`src/rtl/video_timing_gen.sv`:
```
// video_timing_gen
//   Programmable raster timing generator. It produces HSync/VSync/HBlank/VBlank
//   and the pixel/line counters. Geometry comes from an active register bank.
//   A runtime write lands in a shadow bank and is copied into the active bank
//   only when the raster wraps to (0,0), so no frame is ever torn.
//
// Ports
//   clk_vid      video clock
//   reset        asynchronous, active-high
//   ce_pix       pixel enable; timing advances only on enabled edges
//   cfg_wr       one-clk strobe; latches cfg_h/cfg_v into the shadow bank
//   cfg_h/cfg_v  {active, fp, sync, bp} horizontal / vertical geometry
//   cfg_pending  shadow geometry waiting for the next frame boundary
//   cfg_err      one-clk pulse after a rejected cfg_wr
//   hcount       pixel index in line, 0..HT-1
//   vcount       line index in frame, 0..VT-1
//   HSync/VSync/HBlank/VBlank  registered timing outputs for hcount/vcount
//   frame_start  one-clk pulse after the enabled edge that loaded (0,0)
module video_timing_gen #(
  parameter int CW       = 12,
  parameter int H_ACTIVE = 320,
  parameter int H_FP     = 8,
  parameter int H_SYNC   = 32,
  parameter int H_BP     = 40,
  parameter int V_ACTIVE = 240,
  parameter int V_FP     = 3,
  parameter int V_SYNC   = 4,
  parameter int V_BP     = 15,
  parameter bit HS_POL   = 1'b0,
  parameter bit VS_POL   = 1'b0
) (
  input  logic            clk_vid,
  input  logic            reset,
  input  logic            ce_pix,
  input  logic            cfg_wr,
  input  logic [4*CW-1:0] cfg_h,
  input  logic [4*CW-1:0] cfg_v,
  output logic            cfg_pending,
  output logic            cfg_err,
  output logic [CW-1:0]   hcount,
  output logic [CW-1:0]   vcount,
  output logic            HSync,
  output logic            VSync,
  output logic            HBlank,
  output logic            VBlank,
  output logic            frame_start
);

  localparam int TW = CW + 2;
  localparam logic [TW-1:0] T_MAX = {2'b01, {CW{1'b0}}};

  typedef struct packed {
    logic [CW-1:0] act;
    logic [CW-1:0] fp;
    logic [CW-1:0] sync;
    logic [CW-1:0] bp;
  } geom_t;

  localparam geom_t H_DEF = '{act: CW'(H_ACTIVE), fp: CW'(H_FP), sync: CW'(H_SYNC), bp: CW'(H_BP)};
  localparam geom_t V_DEF = '{act: CW'(V_ACTIVE), fp: CW'(V_FP), sync: CW'(V_SYNC), bp: CW'(V_BP)};

  function automatic logic [TW-1:0] total(input geom_t g);
    return TW'(g.act) + TW'(g.fp) + TW'(g.sync) + TW'(g.bp);
  endfunction

  function automatic logic valid(input geom_t g);
    return (g.act != '0) && (g.sync != '0) && (total(g) <= T_MAX);
  endfunction

  function automatic logic in_sync(input logic [CW-1:0] pos, input logic [CW-1:0] act,
                                   input logic [CW-1:0] fp, input logic [CW-1:0] sync);
    logic [TW-1:0] s0;
    s0 = TW'(act) + TW'(fp);
    return (TW'(pos) >= s0) && (TW'(pos) < s0 + TW'(sync));
  endfunction

  logic [CW-1:0] hcount_q, hcount_d, vcount_q, vcount_d;
  logic          hsync_q, hsync_d, vsync_q, vsync_d;
  logic          hblank_q, hblank_d, vblank_q, vblank_d;
  logic          frame_start_q, frame_start_d;
  logic          cfg_pending_q, cfg_pending_d;
  logic          cfg_err_q, cfg_err_d;
  geom_t         act_h_q, act_h_d, act_v_q, act_v_d;
  geom_t         shd_h_q, shd_h_d, shd_v_q, shd_v_d;

  logic [TW-1:0] ht, vt;
  logic          h_last, v_last, wrap, apply;

  always_comb begin
    hcount_d      = hcount_q;
    vcount_d      = vcount_q;
    hsync_d       = hsync_q;
    vsync_d       = vsync_q;
    hblank_d      = hblank_q;
    vblank_d      = vblank_q;
    frame_start_d = 1'b0;
    cfg_pending_d = cfg_pending_q;
    cfg_err_d     = 1'b0;
    act_h_d       = act_h_q;
    act_v_d       = act_v_q;
    shd_h_d       = shd_h_q;
    shd_v_d       = shd_v_q;

    ht     = total(act_h_q);
    vt     = total(act_v_q);
    h_last = (TW'(hcount_q) == ht - TW'(1));
    v_last = (TW'(vcount_q) == vt - TW'(1));
    wrap   = h_last && v_last;
    apply  = ce_pix && wrap && cfg_pending_q;

    if (ce_pix) begin
      hcount_d = h_last ? '0 : hcount_q + CW'(1);
      if (h_last) begin
        vcount_d = v_last ? '0 : vcount_q + CW'(1);
      end
      frame_start_d = wrap;
      // The bank swap happens before decode so (0,0) is already decoded
      // with the new geometry.
      if (apply) begin
        act_h_d       = shd_h_q;
        act_v_d       = shd_v_q;
        cfg_pending_d = 1'b0;
      end
      hblank_d = (hcount_d >= act_h_d.act);
      vblank_d = (vcount_d >= act_v_d.act);
      hsync_d  = in_sync(hcount_d, act_h_d.act, act_h_d.fp, act_h_d.sync) ? HS_POL : ~HS_POL;
      vsync_d  = in_sync(vcount_d, act_v_d.act, act_v_d.fp, act_v_d.sync) ? VS_POL : ~VS_POL;
    end

    // A write that coincides with an apply lands after the old shadow was
    // consumed, so it stays pending for the following frame.
    if (cfg_wr) begin
      if (valid(geom_t'(cfg_h)) && valid(geom_t'(cfg_v))) begin
        shd_h_d       = geom_t'(cfg_h);
        shd_v_d       = geom_t'(cfg_v);
        cfg_pending_d = 1'b1;
      end else begin
        cfg_err_d = 1'b1;
      end
    end
  end

  always_ff @(posedge clk_vid or posedge reset) begin
    if (reset) begin
      hcount_q      <= '0;
      vcount_q      <= '0;
      hsync_q       <= ~HS_POL;
      vsync_q       <= ~VS_POL;
      hblank_q      <= 1'b0;
      vblank_q      <= 1'b0;
      frame_start_q <= 1'b0;
      cfg_pending_q <= 1'b0;
      cfg_err_q     <= 1'b0;
      act_h_q       <= H_DEF;
      act_v_q       <= V_DEF;
      shd_h_q       <= H_DEF;
      shd_v_q       <= V_DEF;
    end else begin
      hcount_q      <= hcount_d;
      vcount_q      <= vcount_d;
      hsync_q       <= hsync_d;
      vsync_q       <= vsync_d;
      hblank_q      <= hblank_d;
      vblank_q      <= vblank_d;
      frame_start_q <= frame_start_d;
      cfg_pending_q <= cfg_pending_d;
      cfg_err_q     <= cfg_err_d;
      act_h_q       <= act_h_d;
      act_v_q       <= act_v_d;
      shd_h_q       <= shd_h_d;
      shd_v_q       <= shd_v_d;
    end
  end

  assign hcount      = hcount_q;
  assign vcount      = vcount_q;
  assign HSync       = hsync_q;
  assign VSync       = vsync_q;
  assign HBlank      = hblank_q;
  assign VBlank      = vblank_q;
  assign frame_start = frame_start_q;
  assign cfg_pending = cfg_pending_q;
  assign cfg_err     = cfg_err_q;

endmodule

```
`config.mk`:
```
export PLATFORM = sky130hd
export DESIGN_NAME = video_timing_gen
export DESIGN_NICKNAME = d
export VERILOG_FILES = /design/src/rtl/video_timing_gen.sv
export SDC_FILE = /design/constraint.sdc
export NUM_CORES = 1
export LEC_CHECK = 0
export CORE_UTILIZATION = 55
export CTS_CLUSTER_DIAMETER = 50
export DETAILED_ROUTE_END_ITERATION = 12
export GPL_TIMING_DRIVEN = 0
export HOLD_SLACK_MARGIN = 0.1
export PLACE_DENSITY = 0.84
export SYNTH_ARGS = -nofsm -noshare
export SYNTH_HDL_FRONTEND = slang
export SYNTH_SLANG_ARGS = --single-unit
```
`constraint.sdc`:
```
create_clock -name clk_vid -period 17.3 [get_ports clk_vid]
set_input_delay 1.73 -clock clk_vid [delete_from_list [all_inputs] [get_ports clk_vid]]
set_output_delay 1.73 -clock clk_vid [all_outputs]
set_load 0.01 [all_outputs]
```
Yosys cells after proc, flatten, opt, wreduce, memory -nomap -nowiden
Cells that the tools add are included.
- output and inout port bits: 31
- bits in registers: 223
- equal/unequal tests: 3
- multiplexer cells: 17
- add/sub/neg operators: 20
- magnitude comparators: 8
- reduce and logical (&&, ||, !) cells: 16
- operators with widths (kind ; number):
    $mux 48 ; 4
    $add 13x12->14 ; 6
    $add 12x12->13 ; 6
    $add 14x12->14 ; 4
    $mux 12 ; 4
    $reduce_bool 12->1 ; 4
    $eq 12x14->1 ; 2
    $le 14x13->1 const B ; 2
    $lt 12x14->1 ; 2
    $sub 14x1->14 const B ; 2
    $ge 12x13->1 ; 2
    $add 12x1->12 const B ; 2
    $ge 12x12->1 ; 2
    $logic_and 1x1->1 ; 10
    $mux 1 ; 9
    $reduce_and 2->1 ; 2
    $ne 2x1->1 const B ; 1

Longest topological paths before layout
Gate-level depths: netlist of the first run.
- depth in word-level cells: 15
- gate-level depth with buffers: 44
- mapped depth without buffers: 41

Worst setup path after synthesis of the first run
OpenSTA, ideal clock, no wires.
- path kind: reg-to-reg
- start: register act_h_q[13] in the netlist's numbering
- end: register hsync_q, in the netlist HSync
- required time: 17208 ps
- buffers on the path: 3
- data arrival time: 8436 ps
- path slack: 8773 ps
- stages on the path, launching flop included: 42
- setup time: 92 ps
- cell sequence: dfrtp_1 inv_1 ha_1 inv_1 fa_1 fa_1 ha_1 inv_1 fa_1 xor2_1 xnor2_1 a2111oi_4 nand4_1 or4b_4 nor4_4 nand2_1 buf_2 buf_1 (+6 left out) nand4_1 a31oi_1 xnor2_1 ha_1 o21ai_0 a21boi_0 o21ai_0 a21boi_0 o21ai_0 nand2b_1 xnor2_1 ha_1 a21o_1 a21o_1 a2111oi_0 o31ai_1 o221ai_1 o211ai_1
- longest elaborated chain between the ends: 14
- elaborated cells on any way between the ends: 16
- ends and longest elaborated chain (element ; line ; text):
    from (decl) ; 83 ; geom_t act_h_q, act_h_d, act_v_q, act_v_d;
    from (signal assigned) ; 168 ; act_h_q <= act_h_d;
    $add 13x12->14 ; 63 ; return TW'(g.act) + TW'(g.fp) + TW'(g.sync) + TW'(g.bp);
    $add 14x12->14 ; 63 ;
    $sub 14x1->14 ; 106 ; h_last = (TW'(hcount_q) == ht - TW'(1));
    $eq 12x14->1 ; 106 ;
    $logic_and 1x1->1 ; 108 ; wrap = h_last && v_last;
    $logic_and 1x1->1 (2 in a row) ; 109 ; apply = ce_pix && wrap && cfg_pending_q;
    $mux 48 ; 119 ; if (apply) begin
    $mux 48 ; 111 ; if (ce_pix) begin
    $add 12x12->13 ; 73 ; s0 = TW'(act) + TW'(fp);
    $add 13x12->14 ; 74 ; return (TW'(pos) >= s0) && (TW'(pos) < s0 + TW'(sync));
    $lt 12x14->1 ; 74 ;
    $logic_and 1x1->1 * ; 74 ;
    $mux 1 * ; 126 ; hsync_d = in_sync(hcount_d, act_h_d.act, act_h_d.fp, act_h_d.sync) ? HS_POL : ~HS_POL;
    to (signal assigned) ; 147 ; hsync_q <= ~HS_POL;
    to (signal assigned) ; 161 ; hsync_q <= hsync_d;
    to (decl) ; 78 ; logic hsync_q, hsync_d, vsync_q, vsync_d;
Every way passes the cells marked *; elsewhere a longest branch is shown, timed or not. The select of a mux whose other input is x is not followed.
A chain may end at the register's enable or synchronous reset.

Final worst setup path of the first run
- start: register act_h_q[1] in the netlist's numbering
- end: register hsync_q, in the netlist HSync
- longest elaborated chain between the ends: 13
- elaborated cells on any way between the ends: 15
- ends and longest elaborated chain (element ; line):
    $add 14x12->14 * ; 63
    $sub 14x1->14 * ; 106
    $eq 12x14->1 * ; 106
    $logic_and 1x1->1 ; 108
    $logic_and 1x1->1 (2 in a row) ; 109
    $mux 48 ; 119
    $mux 48 ; 111
    $add 12x12->13 ; 73
    $add 13x12->14 ; 74
    $lt 12x14->1 ; 74
    $logic_and 1x1->1 * ; 74
    $mux 1 * ; 126
Marked as above.

==> impl_metrics.json, run 1 <==
{
  "place_ws_ns": 6.732,
  "cts-resized-gates": 0,
  "tns_ns": 0,
  "cp.required_ns": 17.75,
  "arrival_ns": 11.17,
  "drc": 0,
  "finalCritPeriodShare_pct": 61.96,
  "first_pass_iters": 6,
  "crit_fanout": 10,
  "numCtsBuffers": 26,
  "ctsRootBufferMaster": "clkbuf_16",
  "outcome": "finished, final reports clean",
  "grt_pass1_vias": 15070,
  "period_needed_ns": 10.72,
  "finalHoldViolCount": 0,
  "io_pins": 131,
  "multiInputGateArea_sq_um": 11710,
  "async_flop_share_pct": 100.0,
  "die_x_um": 184.6,
  "clkTransAtPathRegs_ns": 0.07,
  "final_common_cell": "nand2_1",
  "nets": 2432,
  "drt_iter0_markers": 1216,
  "grt_max_degree": 86,
  "final_cell_mix": "205 x nand2_1, 204 x inv_1, 201 x ha_1",
  "crit_path_top_delay_cell": "nor4_4",
  "start_util_pct": 56.09,
  "gr-usage-all-layers_pct": 31.43,
  "holdWs_ns": 0.4832,
  "dpl.hpwl_mm": 41.42,
  "synth_top_area_share_pct": 25.51,
  "area_growth_syn_to_layout_pct": 15.13,
  "leakagePower_nw": 10.05,
  "worst_clock_skew_ns": 0.01578,
  "setup.worst_path.start_class": "register",
  "clock-sinks": 223,
  "syn_area_per_cell_sq_um": 9.787,
  "yosysSeqAreaShare_pct": 30.67,
  "relSlewSlack_pct": 41.30,
  "netlist_area_sq_um": 18340,
  "die_area_sq_um": 34080,
  "cts_hold_buf": 0,
  "placementRows": 66,
  "cts_setup_buffers": 0,
  "fp.dieH_um": 184.6,
  "drv_cap": 0,
  "vdd_drop_max_uv": 59.95,
  "vias_per_cell": 6.020,
  "ant_nets": 0,
  "portBuffers": 130,
  "final.fill_count": 2484,
  "synth_cells": 1874,
  "vias": 15030,
  "yosysWarnings": 0,
  "antenna_cells": 0,
  "synth_fp_nets": 2272,
  "cts_tree": "built",
  "regArea_sq_um": 5625,
  "antenna_found_initial": 0,
  "synth_largest_area_cell": "dfrtp_1",
  "tightest_slew_ns": 0.8806,
  "core_area_sq_um": 32700,
  "gp_congestion": 0.9400,
  "ys_ff_latch": 223,
  "ctsLongestPathBuffers": 3,
  "wl_per_cell_um": 20.95,
  "fmax_mhz": 93.30,
  "finalWorstSetupSlack_ns": 6.582,
  "yosys_most_used_dff": "dfrtp_1",
  "slew_violations": 0,
  "cp_common_cell": "ha_1",
  "drive_gt1_share_pct": 12.66,
  "path_class": "reg -> reg",
  "clk_latency_ns": 0.55,
  "synthTopCellsByArea": "dfrtp_1 26%, ha_1 14%, fa_1 11%",
  "grt_first_pass_wirelength_mm": 82.26,
  "slowest_delay_ns": 0.71,
  "grt.overflow.total": 0,
  "rsz0062_at_grt": "no",
  "end_kind": "register",
  "hp-class": "reg -> reg",
  "htree_num_levels": 1,
  "synth_edf_count": 0,
  "setup_viol_count_final": 0,
  "wl_mm": 52.30,
  "synth_cell_type_count": 79,
  "p_per_area_nw_per_um2": 88.66
}
==> routing by layer <==
| metal | GRT usage [%] | wire length, um |
|---|---|---|
| met5 | 0 | 0 |
| met4 | 10.81 | 1878 |
| met3 | 4.228 | 3840 |
| met2 | 49.90 | 23810 |
| met1 | 44.20 | 22780 |
==> area by class of cell <==
| type | count | area share [%] |
|---|---|---|
| clock buffers | 33 | 3.354 |
| well taps | 442 | 2.619 |
| inverters | 205 | 3.680 |
| multi-input cells | 1387 | 55.45 |
| flip-flops and latches | 223 | 26.64 |
| plain buffers | 59 | 1.126 |
| clock inverters | 15 | 0.7110 |
| repair buffers | 132 | 6.423 |
==> synth_stat cells, drive strengths merged, types with 13 or more instances <==
master    n
buf      13
nor3     23
a21oi    81
fa       97
nand4    14
o21ai   131
clkbuf   46
mux2    150
nor4     20
nor2     67
xnor2    61
dfstp    36
a21o     43
ha      201
o21bai   20
and3     18
o31ai    13
nand3    38
nand2   205
dfrtp   187
xor2     43
inv     205
==> kinds of logic (layout without fill, tap and decap cells) <==
kind of cell | after synthesis | in the layout | share of synthesized area, %
and+or+nand+nor | 445 | 445 | 11.53
AOI/OAI and AO/OA | 384 | 384 | 13.47
adders and majority gates | 299 | 299 | 24.35
buffers and inverters | 264 | 444 | 5.492
DFF | 223 | 223 | 30.67
muxes | 155 | 155 | 9.482
xor gates and xnor gates | 104 | 104 | 5.007
==> power by group <==
group	switching, mW	internal (mW)	leakage [nW]
Clock	0.243	0.312	0.419
Sequential	0.117	0.656	2.60
Combinational	0.265	0.279	7.03
Total	0.625	1.25	10.1
==> through the flow <==
stage                     utilization, %  total power [mW]  std cells  instance area [sq um]
final                              64.57             1.872       2496                  21120
after global routing               64.57             1.958       2496                  21120
after detailed placement           61.95             1.301       2448                  20260
after global placement             61.76             1.261       2446                  20200
after floorplan                        -             1.098       1874                  18340
after CTS                          64.57             1.860       2496                  21120
==> path summary, 6_finish.rpt <==
check | cells after the start | endpoint | start | slack [ns]
min in group asynchronous | 2 | cfg_err | reset | 1.62
max | 41 | HSync | act_h_q[1] | 6.58
min | 2 | act_v_q[6] | shd_v_q[6] | 0.48
max in group asynchronous | 3 | act_v_q[24] | reset | 14.84
min reg2reg | 2 | act_v_q[6] | shd_v_q[6] | 0.48
max reg2reg | 41 | HSync | act_h_q[1] | 6.58
==> registers in the layout, summed over array words and instances (netlist names), 12 cells and up <==
name / count
act_h_q: 48
act_v_q: 48
hcount: 12
shd_h_q: 48
shd_v_q: 48
vcount: 12
==> critical path: cells and delay by family, from the launching register on <==
kind                       cells  cell delay [ns]
AOI/OAI and AO/OA             13             2.76
xor gates and xnor gates       4             0.74
and+or+nand+nor                9             2.36
buffers and inverters          6             1.31
DFF                            1             0.36
adders and majority gates      9             3.05
(Power assumes the default switching activity.)
==> run 2, diff against run 1 <==
==> constraint.sdc (replaced) <==
create_clock -name clk_vid -period 10 [get_ports clk_vid]
set_input_delay 1 -clock clk_vid [delete_from_list [all_inputs] [get_ports clk_vid]]
set_output_delay 1 -clock clk_vid [all_outputs]
set_load 0.01 [all_outputs]
==> run 2 against run 1 <==
Worst hold slack gained 0.0020 ns. First-iteration DRC count rose by 11%. Clock power grew 73%. Flip-flop and latch count is the same. Non-clock buffer count did not move. Setup slack worse by 6.2 ns. Combinational power rose by 73%. Power grew 73%. Sequential share of layout area down 0.072 points. Final cell count is the same. Sequential power is 73% higher. Wire length barely moved.
==> impl_metrics.json, run 2 (synthesized netlist as in run 1, its figures left out) <==
{
  "outcome": "finished, final reports clean",
  "hp-class": "reg -> reg",
  "finalHoldViolCount": 0,
  "slew_violations": 0,
  "whs_endpoint": "act_v_q[24]",
  "vdd_drop_max_uv": 103.9,
  "vias": 15050,
  "arrival_ns": 10.09,
  "drv_cap": 0,
  "die_area_sq_um": 34080,
  "core_area_sq_um": 32700,
  "crit_path_top_delay_cell": "or4_1",
  "fp.dieH_um": 184.6,
  "numPlacedInstances": 2448,
  "r2r_end": "HSync",
  "worst_clock_skew_ns": 0.01724,
  "io_pins": 131,
  "cp_common_cell": "ha_1",
  "gr-usage-all-layers_pct": 31.42,
  "hold_depth": 2,
  "place_ws_ns": -0.5684,
  "leakagePower_nw": 10.09,
  "cts_hold_buf": 0,
  "p_per_area_nw_per_um2": 153.0,
  "fin_util_pct": 64.75,
  "end_kind": "register",
  "area_growth_syn_to_layout_pct": 15.44,
  "vias_per_cell": 6.031,
  "r2r_slack_ns": 0.36,
  "ctsRootBufferMaster": "clkbuf_16",
  "gp_congestion": 0.9400,
  "wl_per_cell_um": 20.94,
  "htree_num_levels": 1,
  "first_pass_iters": 5,
  "ctsLongestPathBuffers": 3,
  "clock-sinks": 223,
  "grt.overflow.total": 0,
  "reg2regPathDepth": 39,
  "slowest_delay_ns": 0.56,
  "drt_iter0_markers": 1344,
  "drive_gt1_share_pct": 13.15,
  "wl_mm": 52.28,
  "worstReg2RegStart": "act_v_q[3]",
  "drc": 0,
  "tightest_slew_ns": 0.8702,
  "setup_viol_count_final": 0,
  "dpl.hpwl_mm": 41.42,
  "grt_pass1_vias": 15060,
  "grt_first_pass_wirelength_mm": 82.24,
  "finalInstanceArea_sq_um": 21170,
  "numCtsBuffers": 26,
  "relSlewSlack_pct": 41.99,
  "nets": 2432,
  "clkTransAtPathRegs_ns": 0.06,
  "antenna_found_initial": 0,
  "fmax_mhz": 103.7,
  "ant_nets": 0,
  "final.fill_count": 2486,
  "period_needed_ns": 9.642,
  "final_common_cell": "nand2_1",
  "path_class": "reg -> reg",
  "setup.worst_path.start_class": "register",
  "portBuffers": 130,
  "crit_fanout": 19,
  "cp.required_ns": 10.45,
  "antenna_cells": 0,
  "dpl_cell_area_sq_um": 20260,
  "die_x_um": 184.6,
  "fin_cells": 2496,
  "final_cell_mix": "205 x nand2_1, 204 x inv_1, 201 x ha_1",
  "start_util_pct": 56.09,
  "finalWorstSetupSlack_ns": 0.3584,
  "placementRows": 66,
  "finalCritPeriodShare_pct": 96.42,
  "clk_latency_ns": 0.55,
  "grt_max_degree": 86,
  "holdCritStartpoint": "act_v_q[24]",
  "cts_tree": "built"
}
[run 2: changes by cell type in the layout (fill, tap and decap cells not counted), sizes merged]
cell and delta:
buf -1, clkbuf +1
[run 2: layer usage]
| layer | global-route usage (%) | vias to the layer above | part of all wire [%] | routed length, um |
|---|---|---|---|---|
| met5 | 0 | - | 0 | 0 |
| met4 | 10.98 | 0 | 3.6 | 1902 |
| met3 | 4.011 | 122 | 7.9 | 4130 |
| met2 | 49.68 | 665 | 45 | 23680 |
| met1 | 44.45 | 7434 | 43 | 22560 |
| li1 | - | 6832 | - | - |
[run 2: cell type report]
class / instances / area (sq um) / area share [%]
multi-input combinational: 1387 / 11750 / 55.49
sequential: 223 / 5625 / 26.57
timing repair buffer: 133 / 1364 / 6.441
inverter: 205 / 777.0 / 3.670
clock buffer: 33 / 708.2 / 3.345
tap: 442 / 553.0 / 2.612
buffer: 58 / 246.5 / 1.164
clock inverter: 15 / 150.1 / 0.7091
[run 2: worst max-delay path, delay by kind of cell, from the launching register on]
family | cells | cell delay, ns
DFF | 1 | 0.52
muxes | 1 | 0.38
AOI/OAI and AO/OA | 13 | 2.65
and+or+nand+nor | 10 | 1.94
xor gates and xnor gates | 2 | 0.34
buffers and inverters | 5 | 0.89
adders and majority gates | 8 | 2.80
[run 2: power breakdown]
| group | switching [mW] | internal [mW] | leakage, nW |
|---|---|---|---|
| sequential | 0.202 | 1.14 | 2.60 |
| clock | 0.421 | 0.540 | 0.419 |
| combinational | 0.458 | 0.482 | 7.07 |
| total | 1.08 | 2.16 | 10.1 |
[run 2: stage by stage]
stage / TNS, ns / hold WS [ns] / power, mW
2_1_floorplan: 0 / 0.4444 / 1.900
3_3_place_gp: -0.4294 / 0.4570 / 2.181
3_5_place_dp: -0.7342 / 0.4632 / 2.251
4_1_cts: 0 / 0.4872 / 3.219
5_1_grt: -0.001648 / 0.5064 / 3.389
6_report: 0 / 0.4852 / 3.239
[run 2: repair_timing]
| item | 4_1_cts | 5_1_grt |
|---|---|---|
| gates resized for setup | 4 | 14 |
| buffers inserted | 1 | 0 |
| pin swaps | 1 | 0 |
| setup endpoints to repair | 2 | 2 |
[run 2: worst max-delay path by stage]
| stage | end | start | cells after the start |
|---|---|---|---|
| finish | HSync | act_v_q[3] | 39 |
| global route | HSync | act_v_q[1] | 40 |
| CTS | HSync | act_h_q[1] | 41 |
| detailed placement | HSync | act_h_q[13] | 41 |
| global placement | HSync | act_h_q[1] | 41 |
| floorplan | HSync | act_h_q[13] | 41 |
